[src/rtl/dffx_pkg.sv]
// Shared definitions for the dff register stage and its serial front end.
// Holds the default word width and the deserializer's debug state type.
package dffx;

  localparam int dff_bits_count = 8;
  localparam int deser_cnt_w    = $clog2(dff_bits_count);

  typedef enum logic {
    DESER_IDLE  = 1'b0,
    DESER_SHIFT = 1'b1
  } deser_state_e;

endpackage

[src/rtl/serial_word_deser_bit_counter.sv]
// Modulo-BITS_COUNT bit counter for the serial deserializer.
// Priority is load1 > clr > inc; last flags the final bit position of a word.
module deser_bit_counter
  import dffx::*;
#(
  parameter int  BITS_COUNT = dff_bits_count,
  localparam int CW         = $clog2(BITS_COUNT)
) (
  input  logic         clk,
  input  logic         rst,
  input  logic         inc,
  input  logic         clr,
  input  logic         load1,
  output logic         last,
  output deser_state_e state
);

  logic [CW-1:0] cnt_q, cnt_d;

  assign last  = (cnt_q == CW'(BITS_COUNT - 1));
  assign state = (cnt_q == '0) ? DESER_IDLE : DESER_SHIFT;

  always_comb begin
    cnt_d = cnt_q;
    if (load1) begin
      cnt_d = CW'(1);
    end else if (clr) begin
      cnt_d = '0;
    end else if (inc) begin
      cnt_d = last ? '0 : cnt_q + 1'b1;
    end
  end

  always_ff @(posedge clk or posedge rst) begin
    if (rst) begin
      cnt_q <= '0;
    end else begin
      cnt_q <= cnt_d;
    end
  end

endmodule

[src/rtl/serial_word_deser.sv]
// Serial-to-parallel front end: shifts one bit per qualified clock into a word
// and hands completed words to the consumer through a valid/ready holding register.
module serial_word_deser
  import dffx::*;
#(
  parameter int BITS_COUNT = dff_bits_count,
  parameter bit MSB_FIRST  = 1'b1
) (
  input  logic                  clk,
  input  logic                  rst,
  input  logic                  sin,
  input  logic                  sin_valid,
  input  logic                  sync,
  output logic [BITS_COUNT-1:0] word,
  output logic                  word_valid,
  input  logic                  word_ready,
  output logic                  overrun,
  input  logic                  overrun_clr,
  output logic                  busy
);

  if (BITS_COUNT < 2) begin : g_bad_width
    $error("serial_word_deser: BITS_COUNT must be at least 2");
  end

  logic [BITS_COUNT-1:0] shift_q, shift_d, shift_base, shift_in;
  logic [BITS_COUNT-1:0] word_q, word_d;
  logic                  word_valid_q, word_valid_d;
  logic                  overrun_q, overrun_d;
  logic                  last, complete, hold_free;
  deser_state_e          state;

  deser_bit_counter #(
    .BITS_COUNT(BITS_COUNT)
  ) u_bit_counter (
    .clk   (clk),
    .rst   (rst),
    .inc   (sin_valid & ~sync),
    .clr   (sync & ~sin_valid),
    .load1 (sync & sin_valid),
    .last  (last),
    .state (state)
  );

  // A resync with a valid bit starts the new word from an empty register.
  assign shift_base = sync ? '0 : shift_q;
  assign shift_in   = MSB_FIRST ? {shift_base[BITS_COUNT-2:0], sin}
                                : {sin, shift_base[BITS_COUNT-1:1]};

  assign complete  = sin_valid & ~sync & last;
  assign hold_free = ~word_valid_q | word_ready;

  always_comb begin
    shift_d      = shift_q;
    word_d       = word_q;
    word_valid_d = word_valid_q & ~word_ready;
    overrun_d    = overrun_q & ~overrun_clr;

    if (sync && !sin_valid) begin
      shift_d = '0;
    end else if (sin_valid) begin
      shift_d = complete ? '0 : shift_in;
    end

    // A drop overrides a same-edge clear so no overrun is ever lost.
    if (complete) begin
      if (hold_free) begin
        word_d       = shift_in;
        word_valid_d = 1'b1;
      end else begin
        overrun_d = 1'b1;
      end
    end
  end

  always_ff @(posedge clk or posedge rst) begin
    if (rst) begin
      shift_q      <= '0;
      word_q       <= '0;
      word_valid_q <= 1'b0;
      overrun_q    <= 1'b0;
    end else begin
      shift_q      <= shift_d;
      word_q       <= word_d;
      word_valid_q <= word_valid_d;
      overrun_q    <= overrun_d;
    end
  end

  assign word       = word_q;
  assign word_valid = word_valid_q;
  assign overrun    = overrun_q;
  assign busy       = (state == DESER_SHIFT);

endmodule

[config.mk]
export PLATFORM = sky130hd
export DESIGN_NAME = serial_word_deser
export DESIGN_NICKNAME = d
export VERILOG_FILES = /design/src/rtl/dffx_pkg.sv /design/src/rtl/serial_word_deser_bit_counter.sv /design/src/rtl/serial_word_deser.sv
export SDC_FILE = /design/constraint.sdc
export NUM_CORES = 1
export LEC_CHECK = 0
export CAP_MARGIN = 30
export CORE_ASPECT_RATIO = 1.2
export CORE_UTILIZATION = 50
export CTS_CLUSTER_SIZE = 12
export DETAILED_ROUTE_END_ITERATION = 16
export MAX_ROUTING_LAYER = met4
export PLACE_DENSITY = 0.76
export SYNTH_ARGS = -nofsm -noshare
export SYNTH_HDL_FRONTEND = slang
export SYNTH_SLANG_ARGS = --single-unit
[constraint.sdc]
create_clock -name clk -period 1.97 [get_ports clk]
set_clock_uncertainty 0.2 [all_clocks]
set_input_delay 0.197 -clock clk [delete_from_list [all_inputs] [get_ports clk]]
set_output_delay 0.197 -clock clk [all_outputs]
set_load 0.01 [all_outputs]
==> insert_results.sql <==
INSERT INTO impl_metrics (metric_group, metric, value, unit) VALUES
('finish', 'antenna_cells', '0', ''),
('power_and_ir_drop', 'p_per_area', '589', 'nW/um2'),
('critical_path', 'worst_setup_path_end_kind', 'flip-flop', ''),
('global_routing', 'antenna_found_initial', '0', ''),
('timing', 'min_period', '1800', 'ps'),
('synthesis', 'sequential_fraction_of_the_synthesis_area', '49.3', '%'),
('synthesis', 'synth_ff_type', 'sky130_fd_sc_hd__dfrtp_1', ''),
('global_routing', 'number_of_global_route_vias_before_repair', '704', ''),
('clock_tree', 'clock_latency', '290', 'ps'),
('synthesis', 'async_flop_share', '100', '%'),
('synthesis', 'number_of_enable_type_register_cells_in_the_synthesized_netlist', '0', ''),
('synthesis', 'synth.avg_cell_area', '10.9', 'um2'),
('die', 'fp.dieArea', '2210', 'um2'),
('global_routing', 'global_route.overflow_total', '0', ''),
('synthesis', 'synth_cell_types', '28', ''),
('global_routing', 'grt_first_pass_wirelength', '3.20', 'mm'),
('synthesis', 'postSynthNetCount', '104', ''),
('timing', 'period_utilization_post_route', '91.5', '%'),
('route', 'drt_drc_violations_left', '0', ''),
('route', 'average_detailed_routed_wire_length_per_instance', '14.0', 'um'),
('placed_design', 'buffer_ports.inserted', '17', ''),
('synthesis', 'synth_area', '1010', 'um2'),
('route', 'drt_first_iter_violations', '8', ''),
('clock_tree', 'htreeDepth', '1', ''),
('die', 'core_area', '1870', 'um2'),
('clock_tree', 'tritoncts.num_buffers', '3', ''),
('clock_tree', 'clock-sinks', '20', ''),
('die', 'boundaryPins', '18', ''),
('route', 'drt-total-wl', '1.87', 'mm'),
('critical_path', 'largest_fanout_on_the_critical_path', '8', ''),
('finish', 'syn_to_final_growth', '22.9', '%'),
('global_routing', 'grt_start_max_net_pins', '21', ''),
('hold_path', 'hold_path.class', 'input port to async pin', ''),
('placed_design', 'gp_congestion', '0.774', ''),
('critical_path', 'crit_type', 'flip-flop to flip-flop', ''),
('die', 'row_count', '17', ''),
('run', 'maxCapViolations', '0', ''),
('clock_tree', 'ctsRootBufferMaster', 'sky130_fd_sc_hd__clkbuf_4', ''),
('timing', 'setup-violations-final', '0', ''),
('timing', 'rsz0062_at_grt', 'no', ''),
('critical_path', 'endpoint_required_time_on_the_critical_path', '2000', 'ps'),
('clock_tree', 'cts_tree', 'yes', ''),
('timing', 'maxSlewViolCount', '0', ''),
('timing', 'hold_violations', '0', ''),
('critical_path', 'crit_path_start_kind', 'flip-flop', ''),
('global_routing', 'track_usage', '20.0', '%'),
('power_and_ir_drop', 'power.ir.vdd_worst', '0.000481', 'V'),
('placed_design', 'place_hpwl', '1.35', 'mm'),
('finish', 'nets', '126', ''),
('die', 'initial_core_util', '54.2', '%'),
('timing', 'tightest_slew', '305', 'ps'),
('route', 'routed_via_density', '5.45', ''),
('route', 'drtAntennaViolNets', '0', ''),
('critical_path', 'cp-startpoint', 'u_bit_counter.cnt_q[0]', ''),
('critical_path', 'cp_data_arrival_time', '1830', 'ps'),
('timing', 'tns', '0', 'ps'),
('die', 'die_h', '51.4', 'um'),
('timing', 'max_freq', '555', 'MHz'),
('finish', 'drive_above_1_share', '19.3', '%'),
('clock_tree', 'clock_pin_slew_worst_setup_and_hold_paths', '110', 'ps'),
('power_and_ir_drop', 'leakagePower', '0.598', 'nW'),
('synthesis', 'netlist_instances', '93', ''),
('route', 'drt_pass1_iterations', '4', ''),
('route', 'num_vias', '725', ''),
('run_status', 'outcome', 'complete, no violations', ''),
('synthesis', 'yosysWarnings', '0', ''),
('timing', 'max_slew_margin', '79.7', '%'),
('finish', 'final_core_utilization', '66.6', '%'),
('die', 'die_x', '43.1', 'um'),
('clock_tree', 'cts-root-to-sink-buffers', '2', ''),
('synthesis', 'yosys_register_bits', '20', ''),
('critical_path', 'regToRegStartpoint', 'u_bit_counter.cnt_q[0]', '');
[layout make-up]
| cell class | instances | area, um2 |
|---|---|---|
| Tap cell | 19 | 23.8 |
| Sequential cell | 20 | 500 |
| Multi-Input combinational cell | 55 | 418 |
| Fill cell | 160 | 624 |
| Inverter | 11 | 43.8 |
| Timing Repair Buffer | 24 | 225 |
| Clock buffer | 4 | 36.3 |
[power by group]
| part | internal, W | switching [W] |
|---|---|---|
| Combinational | 0.0000386 | 0.0000418 |
| Clock | 0.000113 | 0.000118 |
| Sequential | 0.000419 | 0.00000534 |
| Total | 0.000570 | 0.000165 |
[routing by layer]
| layer | wire, um | track usage [%] | vias up |
|---|---|---|---|
| met5 | 0 | - | - |
| met4 | 39 | 9.09 | 0 |
| met3 | 52 | 2.12 | 4 |
| met2 | 932 | 34.3 | 13 |
| met1 | 841 | 23.4 | 352 |
| li1 | - | - | 356 |
[cells in the mapped netlist (2+ instances only)]
master	count	share of area [%]
sky130_fd_sc_hd__buf_2	3	1.5
sky130_fd_sc_hd__buf_6	3	3.3
sky130_fd_sc_hd__dfrtp_1	20	49
sky130_fd_sc_hd__ha_1	4	4.9
sky130_fd_sc_hd__inv_1	10	3.7
sky130_fd_sc_hd__mux2_2	2	2.2
sky130_fd_sc_hd__nand2_1	8	3.0
sky130_fd_sc_hd__nor2_1	3	1.1
sky130_fd_sc_hd__nor2b_1	7	4.3
sky130_fd_sc_hd__o21ai_0	4	2.0
sky130_fd_sc_hd__o21ai_1	4	2.0
sky130_fd_sc_hd__o22ai_1	5	3.1
sky130_fd_sc_hd__o41ai_1	2	1.7
sky130_fd_sc_hd__o41ai_2	4	6.4
[cell families after synthesis]
kind of cell             share of synthesized area [%]
AND/OR/NAND/NOR                                   14.9
AO/OA/AOI/OAI                                     18.1
flip-flops                                        49.3
buffers and inverters                             9.49
adder cells (fa/ha/maj)                           4.93
multiplexers                                      3.21
[final timing paths]
check | end | slack (ps) | cells after the start
worst max-delay path | shift_q[6] | 170 | 5
worst max register to register | shift_q[6] | 170 | 5
max in group asynchronous | word[6] | 1350 | 3
worst min-delay path | u_bit_counter.cnt_q[1] | 20 | 3
min in group clk | overrun | 250 | 2
worst min register to register | word[4] | 310 | 2
[cell usage in the layout, fill, tap and decap left out, types with 2 or more instances in the layout]
cell type	count
sky130_fd_sc_hd__mux2_2	2
sky130_fd_sc_hd__dfrtp_1	20
sky130_fd_sc_hd__buf_4	7
sky130_fd_sc_hd__ha_1	4
sky130_fd_sc_hd__nor2b_1	7
sky130_fd_sc_hd__o22ai_1	5
sky130_fd_sc_hd__o21ai_1	4
sky130_fd_sc_hd__clkbuf_4	3
sky130_fd_sc_hd__o41ai_1	2
sky130_fd_sc_hd__nor2_1	3
sky130_fd_sc_hd__o41ai_2	4
sky130_fd_sc_hd__o21ai_0	4
sky130_fd_sc_hd__inv_1	10
sky130_fd_sc_hd__clkdlybuf4s50_1	16
sky130_fd_sc_hd__nand2_1	8
[through the flow]
stage / total power (W) / instance area [um2] / std cells / setup slack [ps] / hold WS [ps]
2_1_floorplan: 0.000480 / 1010 / 93 / 336 / -39.2
3_3_place_gp: 0.000509 / 1200 / 128 / 230 / 277
3_5_place_dp: 0.000512 / 1200 / 128 / 212 / 277
4_1_cts: 0.000745 / 1240 / 133 / 44.7 / 21.2
5_1_grt: 0.000768 / 1250 / 133 / 67.0 / 45.2
6_report: 0.000735 / 1250 / 133 / 168 / 15.7
[state kept, by name, indices dropped and copies added (netlist names)]
register             count
word                     8
shift_q                  7
u_bit_counter.cnt_q      3
overrun                  1
word_valid               1
[repair_timing]
item,CTS,global route
hold endpoints to repair,0,0
hold buffers,0,0
endpoints found under the setup margin,1,1
setup buffers,1,0
resized for setup,0,1
[worst max-delay path, stage by stage (launching register included)]
cell                      delay (ps)
sky130_fd_sc_hd__dfrtp_1         390
sky130_fd_sc_hd__buf_4           140
sky130_fd_sc_hd__ha_1            210
sky130_fd_sc_hd__ha_1            300
sky130_fd_sc_hd__or3_4           360
sky130_fd_sc_hd__a21oi_2         130
Note: power is estimated with default switching activity, not from simulation.
